==> src/rtl/hlsm_loop_ctrl_if.sv <==
// hlsm_loop_ctrl_if
// Start/Done handshake bundle for the loop controller: operands, loop bounds,
// accumulated results and status. The controller connects through the slave
// modport. The requester, a top level or the testbench, uses master.
interface hlsm_loop_ctrl_if #(
    parameter int DATAW = 32,
    parameter int IW    = 8
);
    logic             Start;
    logic [DATAW-1:0] a;
    logic [DATAW-1:0] b;
    logic [DATAW-1:0] c;
    logic [IW-1:0]    Lo;
    logic [IW-1:0]    Hi;
    logic [DATAW-1:0] z;
    logic [DATAW-1:0] x;
    logic             Busy;
    logic             Done;

    modport master (
        output Start, a, b, c, Lo, Hi,
        input  z, x, Busy, Done
    );

    modport slave (
        input  Start, a, b, c, Lo, Hi,
        output z, x, Busy, Done
    );
endinterface

==> src/rtl/hlsm_loop_ctrl.sv <==
// hlsm_loop_ctrl
// Loop-sequencing HLSM. It runs i from Lo up to, but not including, Hi.
// The loop body computes z += (a+b) and x += c. All of that arithmetic goes
// through one shared adder and one shared comparator, one operation per state.
// Optional feature: defining HLSM_ITER_LIMIT_EN caps the trip count at
// MAX_ITER iterations.
module hlsm_loop_ctrl #(
    parameter int DATAW    = 32,
    parameter int IW       = 8,
    parameter int MAX_ITER = 16
) (
    input  logic          Clk,
    input  logic          Rst,
    hlsm_loop_ctrl_if.slave bus
);

    // Width of the iteration counter. It only needs to reach MAX_ITER.
    localparam int NW = (MAX_ITER < 1) ? 1 : $clog2(MAX_ITER + 1);

    typedef enum logic [2:0] {
        S_IDLE   = 3'd0,
        S_INIT   = 3'd1,
        S_CHECK  = 3'd2,
        S_BODY1  = 3'd3,
        S_BODY2  = 3'd4,
        S_INCR   = 3'd5,
        S_FINISH = 3'd6
    } state_t;

    state_t state;
    state_t state_next;

    // Copies of the request taken in IDLE. Nothing after IDLE looks at bus inputs.
    logic [DATAW-1:0] a_cap;
    logic [DATAW-1:0] b_cap;
    logic [DATAW-1:0] c_cap;
    logic [IW-1:0]    lo_cap;
    logic [IW-1:0]    hi_cap;

    // Loop state. i is one bit wider than the bounds so it can never overflow at Hi = max.
    logic [DATAW-1:0]    d;
    logic [DATAW-1:0]    z_acc;
    logic [DATAW-1:0]    x_acc;
    logic signed [IW:0]  i;
    logic signed [IW:0]  hi_ext;
    logic [NW-1:0]       n;

    // Shared resources
    logic [DATAW-1:0] add_op_a;
    logic [DATAW-1:0] add_op_b;
    logic [DATAW-1:0] add_sum;
    logic             loop_go;
    logic             busy;
    logic             done;

    assign hi_ext  = {hi_cap[IW-1], hi_cap};
    assign add_sum = add_op_a + add_op_b;

    // Shared comparator: decides whether another iteration runs
`ifdef HLSM_ITER_LIMIT_EN
    assign loop_go = (i < hi_ext) && (n < NW'(MAX_ITER));
`else
    assign loop_go = (i < hi_ext);
`endif

    assign bus.z    = z_acc;
    assign bus.x    = x_acc;
    assign bus.Busy = busy;
    assign bus.Done = done;

    // State register; reset returns to IDLE regardless of Start
    always_ff @(posedge Clk) begin
        if (Rst) begin
            state <= S_IDLE;
        end else begin
            state <= state_next;
        end
    end

    // Next-state logic, status outputs and shared-adder operand steering
    always_comb begin
        state_next = state;
        busy       = 1'b1;
        done       = 1'b0;
        add_op_a   = '0;
        add_op_b   = '0;
        case (state)
            S_IDLE: begin
                busy = 1'b0;
                if (bus.Start) begin
                    state_next = S_INIT;
                end
            end
            S_INIT: begin
                add_op_a   = a_cap;
                add_op_b   = b_cap;
                state_next = S_CHECK;
            end
            S_CHECK: begin
                state_next = loop_go ? S_BODY1 : S_FINISH;
            end
            S_BODY1: begin
                add_op_a   = z_acc;
                add_op_b   = d;
                state_next = S_BODY2;
            end
            S_BODY2: begin
                add_op_a   = x_acc;
                add_op_b   = c_cap;
                state_next = S_INCR;
            end
            S_INCR: begin
                state_next = S_CHECK;
            end
            S_FINISH: begin
                done       = 1'b1;
                state_next = S_IDLE;
            end
            default: begin
                state_next = S_IDLE;
            end
        endcase
    end

    // Datapath registers: capture in IDLE, then one adder result per state
    always_ff @(posedge Clk) begin
        if (Rst) begin
            a_cap  <= '0;
            b_cap  <= '0;
            c_cap  <= '0;
            lo_cap <= '0;
            hi_cap <= '0;
            d      <= '0;
            z_acc  <= '0;
            x_acc  <= '0;
            i      <= '0;
            n      <= '0;
        end else begin
            case (state)
                S_IDLE: begin
                    if (bus.Start) begin
                        a_cap  <= bus.a;
                        b_cap  <= bus.b;
                        c_cap  <= bus.c;
                        lo_cap <= bus.Lo;
                        hi_cap <= bus.Hi;
                    end
                end
                S_INIT: begin
                    d     <= add_sum;
                    i     <= {lo_cap[IW-1], lo_cap};
                    z_acc <= '0;
                    x_acc <= '0;
                    n     <= '0;
                end
                S_BODY1: begin
                    z_acc <= add_sum;
                end
                S_BODY2: begin
                    x_acc <= add_sum;
                end
                S_INCR: begin
                    i <= i + {{IW{1'b0}}, 1'b1};
                    n <= n + NW'(1);
                end
                default: begin
                end
            endcase
        end
    end

endmodule

==> src/flat_wrapper.sv <==
// flat-port wrapper written by rule: the top's interface ports become plain ports
module hlsm_loop_ctrl_flat 
#(
    parameter int DATAW    = 32,
    parameter int IW       = 8,
    parameter int MAX_ITER = 16
)
  (Clk, Rst, bus_Start, bus_a, bus_b, bus_c, bus_Lo, bus_Hi, bus_z, bus_x, bus_Busy, bus_Done);
  hlsm_loop_ctrl_if #(.DATAW(DATAW), .IW(IW)) bus_i ();
  input  logic Clk;
  input  logic Rst;
  input wire logic [$bits(bus_i.Start)-1:0] bus_Start;
  input wire logic [$bits(bus_i.a)-1:0] bus_a;
  input wire logic [$bits(bus_i.b)-1:0] bus_b;
  input wire logic [$bits(bus_i.c)-1:0] bus_c;
  input wire logic [$bits(bus_i.Lo)-1:0] bus_Lo;
  input wire logic [$bits(bus_i.Hi)-1:0] bus_Hi;
  output wire logic [$bits(bus_i.z)-1:0] bus_z;
  output wire logic [$bits(bus_i.x)-1:0] bus_x;
  output wire logic [$bits(bus_i.Busy)-1:0] bus_Busy;
  output wire logic [$bits(bus_i.Done)-1:0] bus_Done;
  assign bus_i.Start = bus_Start;
  assign bus_i.a = bus_a;
  assign bus_i.b = bus_b;
  assign bus_i.c = bus_c;
  assign bus_i.Lo = bus_Lo;
  assign bus_i.Hi = bus_Hi;
  assign bus_z = bus_i.z;
  assign bus_x = bus_i.x;
  assign bus_Busy = bus_i.Busy;
  assign bus_Done = bus_i.Done;
  hlsm_loop_ctrl #(.DATAW(DATAW), .IW(IW), .MAX_ITER(MAX_ITER)) u_core (.Clk(Clk), .Rst(Rst), .bus(bus_i));
endmodule
==> config.mk <==
export PLATFORM = sky130hd
export DESIGN_NAME = hlsm_loop_ctrl_flat
export DESIGN_NICKNAME = d
export VERILOG_FILES = /design/src/rtl/hlsm_loop_ctrl_if.sv /design/src/rtl/hlsm_loop_ctrl.sv /design/src/flat_wrapper.sv
export SDC_FILE = /design/constraint.sdc
export NUM_CORES = 1
export LEC_CHECK = 0
export BUFFER_PORTS_ARGS = -buffer_cell sky130_fd_sc_hd__buf_2
export CORE_ASPECT_RATIO = 0.8
export CORE_MARGIN = 2
export CORE_UTILIZATION = 50
export DETAILED_ROUTE_END_ITERATION = 8
export GPL_TIMING_DRIVEN = 0
export MAX_ROUTING_LAYER = met4
export PLACE_DENSITY = 0.84
export SETUP_SLACK_MARGIN = 0.4
export SKIP_CTS_REPAIR_TIMING = 1
export SYNTH_ARGS = -nofsm -noshare
export SYNTH_HDL_FRONTEND = slang
export SYNTH_SLANG_ARGS = --single-unit
==> constraint.sdc <==
create_clock -name Clk -period 5.6 [get_ports Clk]
set_input_delay 1.12 -clock Clk [delete_from_list [all_inputs] [get_ports Clk]]
set_output_delay 1.12 -clock Clk [all_outputs]
set_load 0.02 [all_outputs]
---- Yosys cells after proc, flatten, opt, wreduce, memory -nomap -nowiden ----
Index checks and enable logic that the tools add are counted.
storage, ports and cells
  register bits ........................... 220
  bits in latches ......................... 0
  bits in writable memories ............... 0
  memory bits (read-only) ................. 0
  input port bits ......................... 115
  word-level logic and storage cells ...... 36
  memories kept ........................... 0
operators by class
  add/subtract/negate cells ............... 2
  multipliers ............................. 0
  divide/modulo/power cells ............... 0
  order comparisons ....................... 1
  equal/unequal tests ..................... 7
  shifts and indexed selects .............. 0
  muxes and demuxes ....................... 10
  bitwise operators ....................... 0
  reduce and logical (&&, ||, !) cells .... 6
operator list
  operator                                                         number
  32-bit case mux with 3 select lines                              2
  32-bit case mux with 2 select lines                              2
  32-bit adder                                                     1
  9-bit case mux with 2 select lines                               1
  3-bit case mux with 5 select lines                               1
  9-bit by 1-bit adder with 9-bit output, second input constant    1
  3-bit == test, second input constant                             3
  9-bit by 8-bit less-than comparator with 1-bit output            1
  3-bit by 2-bit == test with 1-bit output, second input constant  2
  3-bit two-way mux                                                2
  2-bit nonzero test                                               3
  3-bit by 1-bit == test with 1-bit output, second input constant  1
  3-bit logical NOT                                                1
  1-bit two-way mux                                                2
  2-bit != test, second input constant                             1
  2-bit AND reduction                                              1
  2-bit OR reduction                                               1

---- Depth between registers and ports, before layout ----
  depth in word-level cells ............... 4
  gate-level depth with buffers ........... 15
  gate-level depth less buffers ........... 13

---- Worst setup path after synthesis ----
No wires, ideal clock.
  path kind ............................... reg-to-reg
  start point ............................. reg u_core.state[1]
  end point ............................... reg u_core.z_acc[30] (netlist: u_core.bus.z[30])
  library setup time ...................... 0.117 ns
  arrival time ............................ 3.675 ns
  data required time ...................... 5.483 ns
  setup slack ............................. 1.807 ns
  cell stages (with the launch flop) ...... 15
  path buffers ............................ 3
  period minus slack after synthesis ...... 3.793 ns
  cells stage by stage .................... dfxtp_1 -> buf_2 -> clkbuf_1 -> clkbuf_1 -> mux2i_1 -> o21ai_0 -> ha_1 -> fa_1 -> a21o_1 -> a311o_1 -> o211ai_1 -> a21oi_1 -> and4_1 -> or3_1 -> a32o_1
between the ends
  longest elaborated chain between the ends .. 4
RTL lines
  element                                      RTL line               text
  from (decl)                                  hlsm_loop_ctrl.sv:30   state_t state;
  from (signal assigned)                       hlsm_loop_ctrl.sv:76   state <= state_next;
  3-bit == test, or another cell as far along  hlsm_loop_ctrl.sv:87   case (state)
  32-bit case mux with 3 select lines          hlsm_loop_ctrl.sv:87
  32-bit adder                                 hlsm_loop_ctrl.sv:57   assign add_sum = add_op_a + add_op_b;
  32-bit case mux with 2 select lines          hlsm_loop_ctrl.sv:139  case (state)
  to (signal assigned)                         hlsm_loop_ctrl.sv:157  z_acc <= add_sum;
  to (decl)                                    hlsm_loop_ctrl.sv:42   logic [DATAW-1:0] z_acc;
Several ways; a longest one is shown, not always the timed one.
A chain may end at the register's enable or synchronous reset.

---- Worst setup path in the final report ----
  start point ............................. reg u_core.state[2]
  end point ............................... reg u_core.d[20]
between the ends
  longest elaborated chain between the ends .. 3
RTL lines
  element                                      RTL line               text
  3-bit == test, or another cell as far along  hlsm_loop_ctrl.sv:87
  32-bit case mux with 3 select lines          hlsm_loop_ctrl.sv:87
  32-bit adder                                 hlsm_loop_ctrl.sv:57
  to (signal assigned)                         hlsm_loop_ctrl.sv:150  d <= add_sum;
  to (decl)                                    hlsm_loop_ctrl.sv:41   logic [DATAW-1:0] d;
Several ways; a longest one is shown, not always the timed one.

==> reports/results.ini <==
[die]
boundaryPins = 181
die_w_um = 171
dieArea_um2 = 23600
die_h_um = 138
row_count = 48
start_util_pct = 51.4
coreArea_um2 = 21800

[yosys]
synthTopCellsByArea = dfxtp_1 (39%), nand2_1 (13%), a21oi_1 (7.5%), mux2i_1 (6.1%), ha_1 (4.5%)
yosysTopAreaCellShare_pct = 39.3
synth_fa_ha_area_share_pct = 4.64
synth-simple-area-share_pct = 21.0
synth_enable_flop_cells = 0
syn_area_per_cell_um2 = 7.70
synth_cells = 1455
ys_ff_latch = 220
syn-cell-area_um2 = 11200
async_reset_ff_share_pct = 0
synth_mux_area_share_pct = 6.17
synth-seq-area-share_pct = 39.3
synth_top_family_by_area = compound AO/OA/AOI/OAI gates
syn_nets = 1611
synth_compound_area_share_pct = 22.2
netlist-cell-type-count = 67
synth_ff_type = dfxtp_1
ys_warn_count = 0
synth_xor_area_share_pct = 2.11
synth_top_area_cell = dfxtp_1

[critical_path]
cpPeakStageDelay_ps = 590
reg2reg_to = u_core.d[20]
crit_type = flop to flop
rr_startpoint = u_core.state[2]
rrSetupSlack_ps = 580
cp_max_fo = 10
r2r_cells = 15
path_cells = clkinv_1 -> nor3_4 -> clkbuf_1 -> buf_1 -> nand2_1 -> o21ai_0 -> ha_1 -> fa_1 -> a21o_1 -> a311o_1 -> o211ai_1 -> a21oi_1 -> a21boi_1 -> or4_1 -> nand3_1
cp-start-kind = flop
timing.critical_path.slowest_stage_cell = a21oi_1
critical_path_required_ps = 6070
endpoint_kind = flop
arrival_ps = 5480

[global_routing]
overflow = 0
antenna_found_initial = 1
grt_pass1_vias = 10634
grt.total_usage_pct = 33.1
grt_pass1_wl_mm = 58.5
grt_max_degree = 14

[sta]
timing.final.crit_share_pct = 89.6
rsz0062_at_grt = false
worst_pin_slew_ps = 1100
finClkSkew_ps = 11.2
slew-limit-headroom_pct = 26.5
setup_tns_ps = 0
finalCriticalPeriod_ps = 5020
setup_viol = 0
hold_viol_final = 0
fmax_mhz = 199
drv_slew = 0

[placement]
port_buffers = 179
gp_congestion = 0.965
dp_hpwl_mm = 29.1

[clocking]
clkLatencyLatePin_ps = 530
root_buffer = clkbuf_16
cts_buffers = 23
cts_buffer_depth = 3
clk_pin_slew_ps = 70
cts_tree = built
cts.sinks = 220
cts_htree_levels = 1

[pwr]
ir_drop_mv = 0.252
pwr_density_cell_nw_per_um2 = 413
total_power_w = 0.00547
power_leakage_nw = 5.28

[drt]
vias = 11726
via_per_inst = 5.93
drt-total-wl_mm = 38.8
drt_iter0_markers = 1340
drc = 0
wl_per_cell_um = 19.6
firstDrtPassIters = 6
final_antenna_net_count = 0

[finish]
nets = 1816
layout_commonest_cell = nand2_1
syn2layout_area_growth_pct = 18.2
drive_gt1_share_pct = 14.3
mostFrequentLayoutCells = nand2_1 (376), dfxtp_1 (220), buf_2 (185), a21oi_1 (166), o21ai_0 (98)

[hold_path]
holdPathStages = 2
hold_start = u_core.hi_cap[6]
hp-class = flop to flop
whs_endpoint = u_core.hi_cap[6]

[flow_run]
drv_cap = 0

[run_status]
outcome = completed

[sequential cells by signal (all words and copies together) (netlist names)]
signal	cells
u_core.bus.z	32
u_core.b_cap	32
u_core.i	9
u_core.a_cap	32
u_core.d	32
u_core.hi_cap	8
u_core.state	3
u_core.lo_cap	8
u_core.bus.x	32
u_core.c_cap	32
[cell usage after synthesis, types with 3 or more instances]
cell	number
and2_1	7
xnor2_1	17
dfxtp_1	220
a21o_1	11
o31ai_1	7
xor2_1	10
or3_1	10
nor3_1	23
buf_2	6
nand2_1	376
ha_1	40
nand3_1	34
and3_1	15
a31oi_1	13
o211ai_1	4
a221oi_1	3
nand2b_1	4
a211oi_1	7
clkbuf_1	88
mux2i_1	68
a22o_1	28
a32o_1	5
buf_1	13
o21ai_0	98
o21a_1	4
nor2_1	62
inv_1	22
o22ai_1	3
and4_1	3
a22oi_1	24
a21oi_1	167
nor2b_1	4
nand4_1	13
o21bai_1	7
[through the flow]
| step | hold slack, ps | instances | area [um^2] | utilization (%) | setup WS, ps |
|---|---|---|---|---|---|
| after floorplan | 436 | 1455 | 11200 | - | 1810 |
| after global placement | 441 | 1934 | 12500 | 57.2 | 587 |
| after detailed placement | 448 | 1935 | 12500 | 57.3 | 472 |
| after CTS | 456 | 1976 | 13200 | 60.7 | 430 |
| after global routing | 471 | 1977 | 13200 | 60.7 | 399 |
| final | 456 | 1977 | 13200 | 60.7 | 583 |
[how the worst max path moves through the flow]
stage / start / to / slack, ps / cells past startpoint
after floorplan: u_core.state[1] / u_core.bus.z[30] / 1810 / 14
after global placement: u_core.state[2] / u_core.bus.z[23] / 590 / 15
after detailed placement: u_core.state[2] / u_core.bus.z[23] / 470 / 15
after CTS: u_core.state[2] / u_core.bus.z[23] / 430 / 15
after global routing: u_core.state[2] / u_core.bus.z[20] / 400 / 14
final: u_core.state[2] / u_core.d[20] / 580 / 15
[worst max-delay path, delay by kind of cell, from the launching register on]
kind	cells	cell delay [ps]
and+or+nand+nor	4	1120
DFF	1	400
AOI/OAI and AO/OA	6	1580
adders and majority gates	2	470
buffers and inverters	3	1380
[final cells by class]
cell class | count | area [um^2]
timing repair buffer | 180 | 903
tap | 300 | 375
buffer | 109 | 428
clock inverter | 8 | 98.8
inverter | 23 | 86.3
fill | 2005 | 8560
multi-input combinational | 1103 | 6300
sequential | 220 | 4400
antenna | 1 | 2.50
clock buffer | 33 | 643
[per-layer routing]
layer / vias up / GRT usage (%) / wire length [um]
met2: 688 / 48.9 / 16200
met5: - / - / 0
met4: 0 / 8.62 / 1000
met1: 5469 / 45.8 / 17000
li1: 5482 / - / -
met3: 87 / 7.56 / 4600
[cell families (layout without fill, tap and decap cells)]
logic type	after synthesis	in the layout
compound gates	406	406
xor+xnor	27	27
flops	220	220
simple gates	560	560
fa+ha+maj	41	41
mux	69	69
other cells	0	1
buf+inv	132	353
[where the power goes]
part           internal [W]  switching, W  total [W]
clock network      0.000892      0.000656    0.00155
registers           0.00182      0.000182    0.00200
logic              0.000574       0.00135    0.00192
No activity file was read; power rests on OpenSTA's default activity.
